`config.mk`:
```
export PLATFORM = sky130hd
export DESIGN_NAME = display_scan_ctrl
export DESIGN_NICKNAME = d
export VERILOG_FILES = /design/src/rtl/display_scan_ctrl.sv
export SDC_FILE = /design/constraint.sdc
export NUM_CORES = 1
export LEC_CHECK = 0
export ABC_AREA = 1
export CAP_MARGIN = 20
export CELL_PAD_IN_SITES_DETAIL_PLACEMENT = 1
export CELL_PAD_IN_SITES_GLOBAL_PLACEMENT = 2
export CORE_ASPECT_RATIO = 0.6
export CORE_UTILIZATION = 25
export DETAILED_ROUTE_END_ITERATION = 10
export PLACE_DENSITY = 0.77
export SYNTH_ARGS = -nofsm -noshare
export SYNTH_HDL_FRONTEND = slang
export SYNTH_SLANG_ARGS = --single-unit
```
`constraint.sdc`:
```
create_clock -name clk -period 2.29 [get_ports clk]
set_input_delay 0.687 -clock clk [delete_from_list [all_inputs] [get_ports clk]]
set_output_delay 0.687 -clock clk [all_outputs]
set_load 0.1 [all_outputs]
```
`src/rtl/display_scan_ctrl.sv`:
```
// display_scan_ctrl
// -----------------------------------------------------------------------------
// Time-multiplexed scan controller for a bank of common-anode 7-segment digits
// that share one external BCD-to-7-segment decoder. Each digit gets a blanking
// gap (all digits off) followed by a lit interval. The decoder input changes
// only at the start of a gap, so its output has settled before any digit is
// enabled (anti-ghosting). Input digits, mask and leading-zero mode are
// captured once per frame so a frame never mixes old and new values.
//
// Ports:
//   clk          system clock, rising edge
//   rst_n        synchronous active-low reset
//   en           scan enable, 0 = display dark
//   digits_bcd   packed BCD digits, digit i at [4i+3:4i], digit 0 = LSD
//   blank_mask   1 = force digit i dark
//   lz_suppress  1 = blank leading zeros (digit 0 is never suppressed)
//   bcd_out      code to the shared decoder, 4'hF = blank
//   seg_in       active-low segments from the shared decoder
//   seg_out      active-low segments to the pins
//   digit_sel_n  active-low digit enables, at most one low
//   frame_start  one-cycle pulse when a new frame snapshot is taken
// -----------------------------------------------------------------------------
module display_scan_ctrl #(
  parameter int NUM_DIGITS   = 8,
  parameter int CLK_DIV      = 1000,
  parameter int BLANK_CYCLES = 16
) (
  input  logic                    clk,
  input  logic                    rst_n,
  input  logic                    en,
  input  logic [4*NUM_DIGITS-1:0] digits_bcd,
  input  logic [NUM_DIGITS-1:0]   blank_mask,
  input  logic                    lz_suppress,
  output logic [3:0]              bcd_out,
  input  logic [6:0]              seg_in,
  output logic [6:0]              seg_out,
  output logic [NUM_DIGITS-1:0]   digit_sel_n,
  output logic                    frame_start
);

  localparam int MAX_CNT = (CLK_DIV > BLANK_CYCLES) ? CLK_DIV : BLANK_CYCLES;
  localparam int CNT_W   = $clog2(MAX_CNT + 1);
  localparam int IDX_W   = $clog2(NUM_DIGITS);

  localparam logic [CNT_W-1:0] SHOW_LAST  = CNT_W'(CLK_DIV - 1);
  localparam logic [CNT_W-1:0] BLANK_LAST = CNT_W'(BLANK_CYCLES - 1);
  localparam logic [IDX_W-1:0] IDX_LAST   = IDX_W'(NUM_DIGITS - 1);
  localparam logic [3:0]       BLANK_CODE = 4'hF;

  typedef enum logic [1:0] {
    IDLE,
    BLANK,
    SHOW
  } state_t;

  state_t                  state_q;
  logic [IDX_W-1:0]        idx_q;
  logic [CNT_W-1:0]        cnt_q;
  logic [4*NUM_DIGITS-1:0] snap_digits_q;
  logic [NUM_DIGITS-1:0]   snap_mask_q;
  logic                    snap_lz_q;
  logic [3:0]              bcd_out_q;
  logic [NUM_DIGITS-1:0]   digit_sel_n_q;
  logic                    frame_start_q;

  logic                    last_digit;
  logic                    show_done;
  logic                    take_snap;
  logic [IDX_W-1:0]        idx_d;
  logic [3:0]              bcd_d;
  logic [NUM_DIGITS-1:0]   sel_lit_n;

  // Code source: when a snapshot is being taken this cycle, the first digit of
  // the new frame must already be coded from the incoming values.
  logic [4*NUM_DIGITS-1:0] src_digits;
  logic [NUM_DIGITS-1:0]   src_mask;
  logic                    src_lz;
  logic [NUM_DIGITS-1:0]   upper_zero;
  logic [3:0]              code_vec [NUM_DIGITS];

  always_comb begin
    last_digit = (idx_q == IDX_LAST);
    show_done  = (state_q == SHOW) && (cnt_q == SHOW_LAST);
    take_snap  = en && ((state_q == IDLE) || (show_done && last_digit));
    idx_d      = ((state_q == IDLE) || last_digit) ? '0 : idx_q + IDX_W'(1);
    src_digits = take_snap ? digits_bcd  : snap_digits_q;
    src_mask   = take_snap ? blank_mask  : snap_mask_q;
    src_lz     = take_snap ? lz_suppress : snap_lz_q;
  end

  for (genvar gi = 0; gi < NUM_DIGITS; gi++) begin : g_code
    // Digit gi is a leading zero when it and every more significant digit is 0.
    assign upper_zero[gi] = ~|src_digits[4*NUM_DIGITS-1:4*gi];
    assign code_vec[gi] =
        src_mask[gi]                            ? BLANK_CODE :
        (src_lz && (gi != 0) && upper_zero[gi]) ? BLANK_CODE :
                                                  src_digits[4*gi +: 4];
  end

  assign bcd_d     = code_vec[idx_d];
  assign sel_lit_n = ~(NUM_DIGITS'(1) << idx_q);

  always_ff @(posedge clk) begin
    if (!rst_n) begin
      state_q       <= IDLE;
      idx_q         <= '0;
      cnt_q         <= '0;
      snap_digits_q <= '0;
      snap_mask_q   <= '0;
      snap_lz_q     <= 1'b0;
      bcd_out_q     <= BLANK_CODE;
      digit_sel_n_q <= '1;
      frame_start_q <= 1'b0;
    end else begin
      frame_start_q <= 1'b0;
      if (take_snap) begin
        snap_digits_q <= digits_bcd;
        snap_mask_q   <= blank_mask;
        snap_lz_q     <= lz_suppress;
        frame_start_q <= 1'b1;
      end
      if (!en) begin
        // Disable from any state: go dark and restart at digit 0 later.
        state_q       <= IDLE;
        idx_q         <= '0;
        cnt_q         <= '0;
        bcd_out_q     <= BLANK_CODE;
        digit_sel_n_q <= '1;
      end else begin
        case (state_q)
          IDLE: begin
            state_q       <= BLANK;
            idx_q         <= idx_d;
            cnt_q         <= '0;
            bcd_out_q     <= bcd_d;
            digit_sel_n_q <= '1;
          end
          BLANK: begin
            if (cnt_q == BLANK_LAST) begin
              state_q       <= SHOW;
              cnt_q         <= '0;
              digit_sel_n_q <= sel_lit_n;
            end else begin
              cnt_q <= cnt_q + CNT_W'(1);
            end
          end
          SHOW: begin
            if (show_done) begin
              // Decoder input only moves here, while every digit is off.
              state_q       <= BLANK;
              cnt_q         <= '0;
              idx_q         <= idx_d;
              bcd_out_q     <= bcd_d;
              digit_sel_n_q <= '1;
            end else begin
              cnt_q <= cnt_q + CNT_W'(1);
            end
          end
          default: begin
            state_q       <= IDLE;
            idx_q         <= '0;
            cnt_q         <= '0;
            bcd_out_q     <= BLANK_CODE;
            digit_sel_n_q <= '1;
          end
        endcase
      end
    end
  end

  assign bcd_out     = bcd_out_q;
  assign digit_sel_n = digit_sel_n_q;
  assign frame_start = frame_start_q;
  assign seg_out     = (state_q == SHOW) ? seg_in : 7'h7F;

endmodule
```
==> results of run 1 <==
## per-stage QoR
stage | cells | setup TNS, ps
global route | 904 | -3330
global placement | 869 | -1840
finish | 904 | -910
floorplan | 536 | 0
CTS | 897 | -667
detailed placement | 869 | -2040
## cell usage after synthesis, types with 2 or more instances
cell type	count
clkinv_1	6
o21ai_0	7
ha_1	10
a31oi_1	3
nand3_1	59
nand2_1	134
mux2i_1	8
a211oi_1	2
nor2_1	90
nand4_1	8
nand2_2	4
clkbuf_1	10
nand2_4	2
o21ai_2	5
xnor2_1	2
nand3_2	2
or2_2	7
nor3_1	5
o21ai_1	4
dfxtp_1	69
xor2_1	3
o22ai_1	6
nor2_2	4
buf_2	2
a21oi_1	13
buf_6	4
inv_1	61
## cell type report
cell class	count	area share, %
repair buffers	178	28.1
clock buffers	14	4.52
clock inverters	1	0.0826
flip-flops and latches	69	23.0
well taps	192	3.96
inverters	68	4.29
multi-input cells	382	36.1
## registers in the layout (all words and copies together), names as in the netlist
signal         flops
bcd_out            4
cnt_q             10
digit_sel_n        8
frame_start        1
idx_q              3
snap_digits_q     32
snap_lz_q          1
snap_mask_q        8
state_q            2
## logic make-up after synthesis
kind of cell / after synthesis / share of synthesized area (%)
AND/OR/NAND/NOR: 318 / 38.0
buffers and inverters: 85 / 9.88
flip-flops: 69 / 38.4
AO/OA/AOI/OAI: 41 / 6.78
adder cells (fa/ha/maj): 10 / 3.48
multiplexers: 8 / 2.23
XOR/XNOR: 5 / 1.22
## where the power goes
| part | total (mW) | leakage (nW) | internal (mW) | switching [mW] |
|---|---|---|---|---|
| Sequential | 1.28 | 0.569 | 1.26 | 0.0209 |
| Clock | 1.33 | 0.139 | 0.815 | 0.518 |
| Combinational | 0.888 | 2.09 | 0.415 | 0.473 |
## cell usage in the layout (no fill, tap or decap), types with 10 or more instances in the layout
cell type          n
clkdlybuf4s50_1   49
nand2_1          109
dfxtp_1           63
inv_1             56
nand2_4           10
clkbuf_16         12
nand2_2           20
nor2_1            78
nand3_1           51
buf_4            109
buf_12            11
a21oi_1           13
nor2_2            10
## worst min-delay path, cell delays in order, from the launching register on
cell	delay (ps)
dfxtp_1	300
nand2_1	70
a21oi_1	60
## path summary, 6_finish.rpt
kind	slack, ps	endpoint	start	cells past startpoint
hold / removal	470	snap_digits_q[4]	snap_digits_q[4]	2
setup / recovery	-200	bcd_out[2]	idx_q[1]	20
setup reg to reg	-200	bcd_out[2]	idx_q[1]	20
hold reg to reg	470	snap_digits_q[4]	snap_digits_q[4]	2
## routing by layer
metal,wire length [µm],up-vias,GRT usage (%)
met5,0,-,0
met4,94,0,4.41
met3,617,10,4.18
met2,5590,75,29.0
met1,7030,1891,26.4
li1,-,2039,-
## timing repair
item | 4_1_cts | 5_1_grt
resized for setup | 62 | 46
pin swaps | 19 | 31
setup buffers | 12 | 4
gates cloned | 2 | 3
endpoints found under the setup margin | 11 | 30
==> results by group, run 1 <==
Die
  – Die width: 157 µm
  – Core Area: 13800 µm²
  – Initial Utilization: 26.0%
  – Die area: 14900 µm²
  – Die height: 94.9 µm
  – I/O pins: 71
  – # rows: 33

Detailed routing
  – Routed wire per std cell: 14.7 µm
  – Vias: 4015
  – ANT nets after route: 0
  – TritonRoute pass-1 iters: 4
  – Total routed wirelength: 13300 µm
  – DR DRC count: 0
  – 1st-iter DRT viols: 121
  – Vias per cell: 4.44

Setup path
  – Worst EP required: 2570 ps
  – Crit-path cells: ha_4 > ha_4 > nand2_4 > inv_2 > nand3_2 > nand2_4 > nand2_8 > clkbuf_16 > nand2_4 > nand2_2 > nand2_2 > nor2_2 > nand2_2 > nor2_4 > nand3_4 > nand3_1 > nand3_1 > nand3_1 > nand2_1 > nand2_1
  – Family with the most delay on the worst path: simple AND/OR/NAND/NOR gates
  – CP max FO: 8
  – CP peak stage delay: 330 ps
  – Critical Path AT: 2780 ps
  – WP buf/inv: 2
  – Critical Path End Type: register
  – Slowest CP cell: dfxtp_2
  – WS Path Type: register to register
  – Type of origin of the critical path: register

Status
  – Failing checks: setup timing
  – Status: complete, but fails checks

Global routing
  – Vias in the first global route: 4173
  – Total GRT Usage: 18.8%
  – Antenna violations before repair: 1
  – First-pass GRT wire length: 21300 µm
  – Largest net degree at the start of global routing: 43
  – Grt total ovfl: 0

Synth
  – Library cells used by synthesis: 33
  – Seq cells post-synth: 69
  – Synthesized area: 3600 µm²
  – Dominant cells by area after synthesis: dfxtp_1 (38%), nand2_1 (14%), nor2_1 (9.4%)
  – Main flop type after synthesis: dfxtp_1
  – Syn_nets: 597
  – Post-synth ARST share: 0%
  – Number of synthesized flops with an enable pin: 0
  – Syn avg cell area: 6.71 µm²
  – Cell taking the most area after synthesis: dfxtp_1
  – Cells after Synth: 536
  – Post-synthesis sequential area ratio: 38.4%
  – Top-area cell type share of the netlist area: 38.4%
  – YS warnings: 0

CTS
  – CTS root buf: clkbuf_16
  – Total CTS buffers: 9
  – H-tree depth: 3
  – Clk sink count: 69
  – Clk slew on worst S/H paths: 60 ps
  – Hold Buf Count CTS: 0
  – TritonCTS clock tree: done
  – Max Root-Sink Buffers: 2
  – Worst skew pair latency: 340 ps

Power
  – Total power per unit cell area: 577 nW/µm²
  – Pwr Total: 3.50 mW
  – VDD IR-drop max: 0.348 mV
  – Leak Pwr: 2.79 nW

Placed design
  – Routability cong.: 0.840
  – Pre-CTS setup slack: -507 ps
  – Area after DPL: 5190 µm²
  – PortBufs: 70
  – DP Wirelength: 9680 µm

Layout
  – Design area: 6060 µm²
  – Multi-input logic area: 2190 µm²
  – Layout cells sized above 1: 32.4%
  – Storage cell area: 1390 µm²
  – Layout area overhead: 68.5%
  – Post-layout util: 43.8%
  – # fillers: 1714
  – Layout Nets: 769
  – N_diodes: 0

STA
  – Max Clock Freq: 401 MHz
  – Setup violators final: 12
  – Fin. max-slew vios: 0
  – Skew final: 5.46 ps
  – Final worst slack: -205 ps
  – Tcrit/Tclk final: 109%
  – Unrepaired setup endpoints after global routing: yes
  – Least-Margin Pin Slew: 389 ps
  – Final min period: 2490 ps
  – Final hold viol count: 0
  – Max-slew headroom: 73.8%
  – Hold WS: 473 ps

Min path
  – Worst Hold Class: register to register

Flow run
  – Max-Cap Viols: 0
Power figures use the tool's default switching activity.
==> run 2: changes to the inputs <==
--- a/config.mk
+++ b/config.mk
@@ -6,6 +6,7 @@
 export NUM_CORES = 1
 export LEC_CHECK = 0
 export ABC_AREA = 1
+export ABC_CLOCK_PERIOD_IN_PS = 2290
 export CAP_MARGIN = 20
 export CELL_PAD_IN_SITES_DETAIL_PLACEMENT = 1
 export CELL_PAD_IN_SITES_GLOBAL_PLACEMENT = 2
==> results of run 2 <==
Final layout, timing and power as in run 1 (identical DEF).
==> run 3: changes to the inputs <==
--- a/config.mk
+++ b/config.mk
@@ -7,7 +7,6 @@
 export LEC_CHECK = 0
 export ABC_AREA = 1
 export ABC_CLOCK_PERIOD_IN_PS = 2290
-export CAP_MARGIN = 20
 export CELL_PAD_IN_SITES_DETAIL_PLACEMENT = 1
 export CELL_PAD_IN_SITES_GLOBAL_PLACEMENT = 2
 export CORE_ASPECT_RATIO = 0.6
==> results of run 3 <==
Final layout, timing and power as in run 1 (identical DEF).
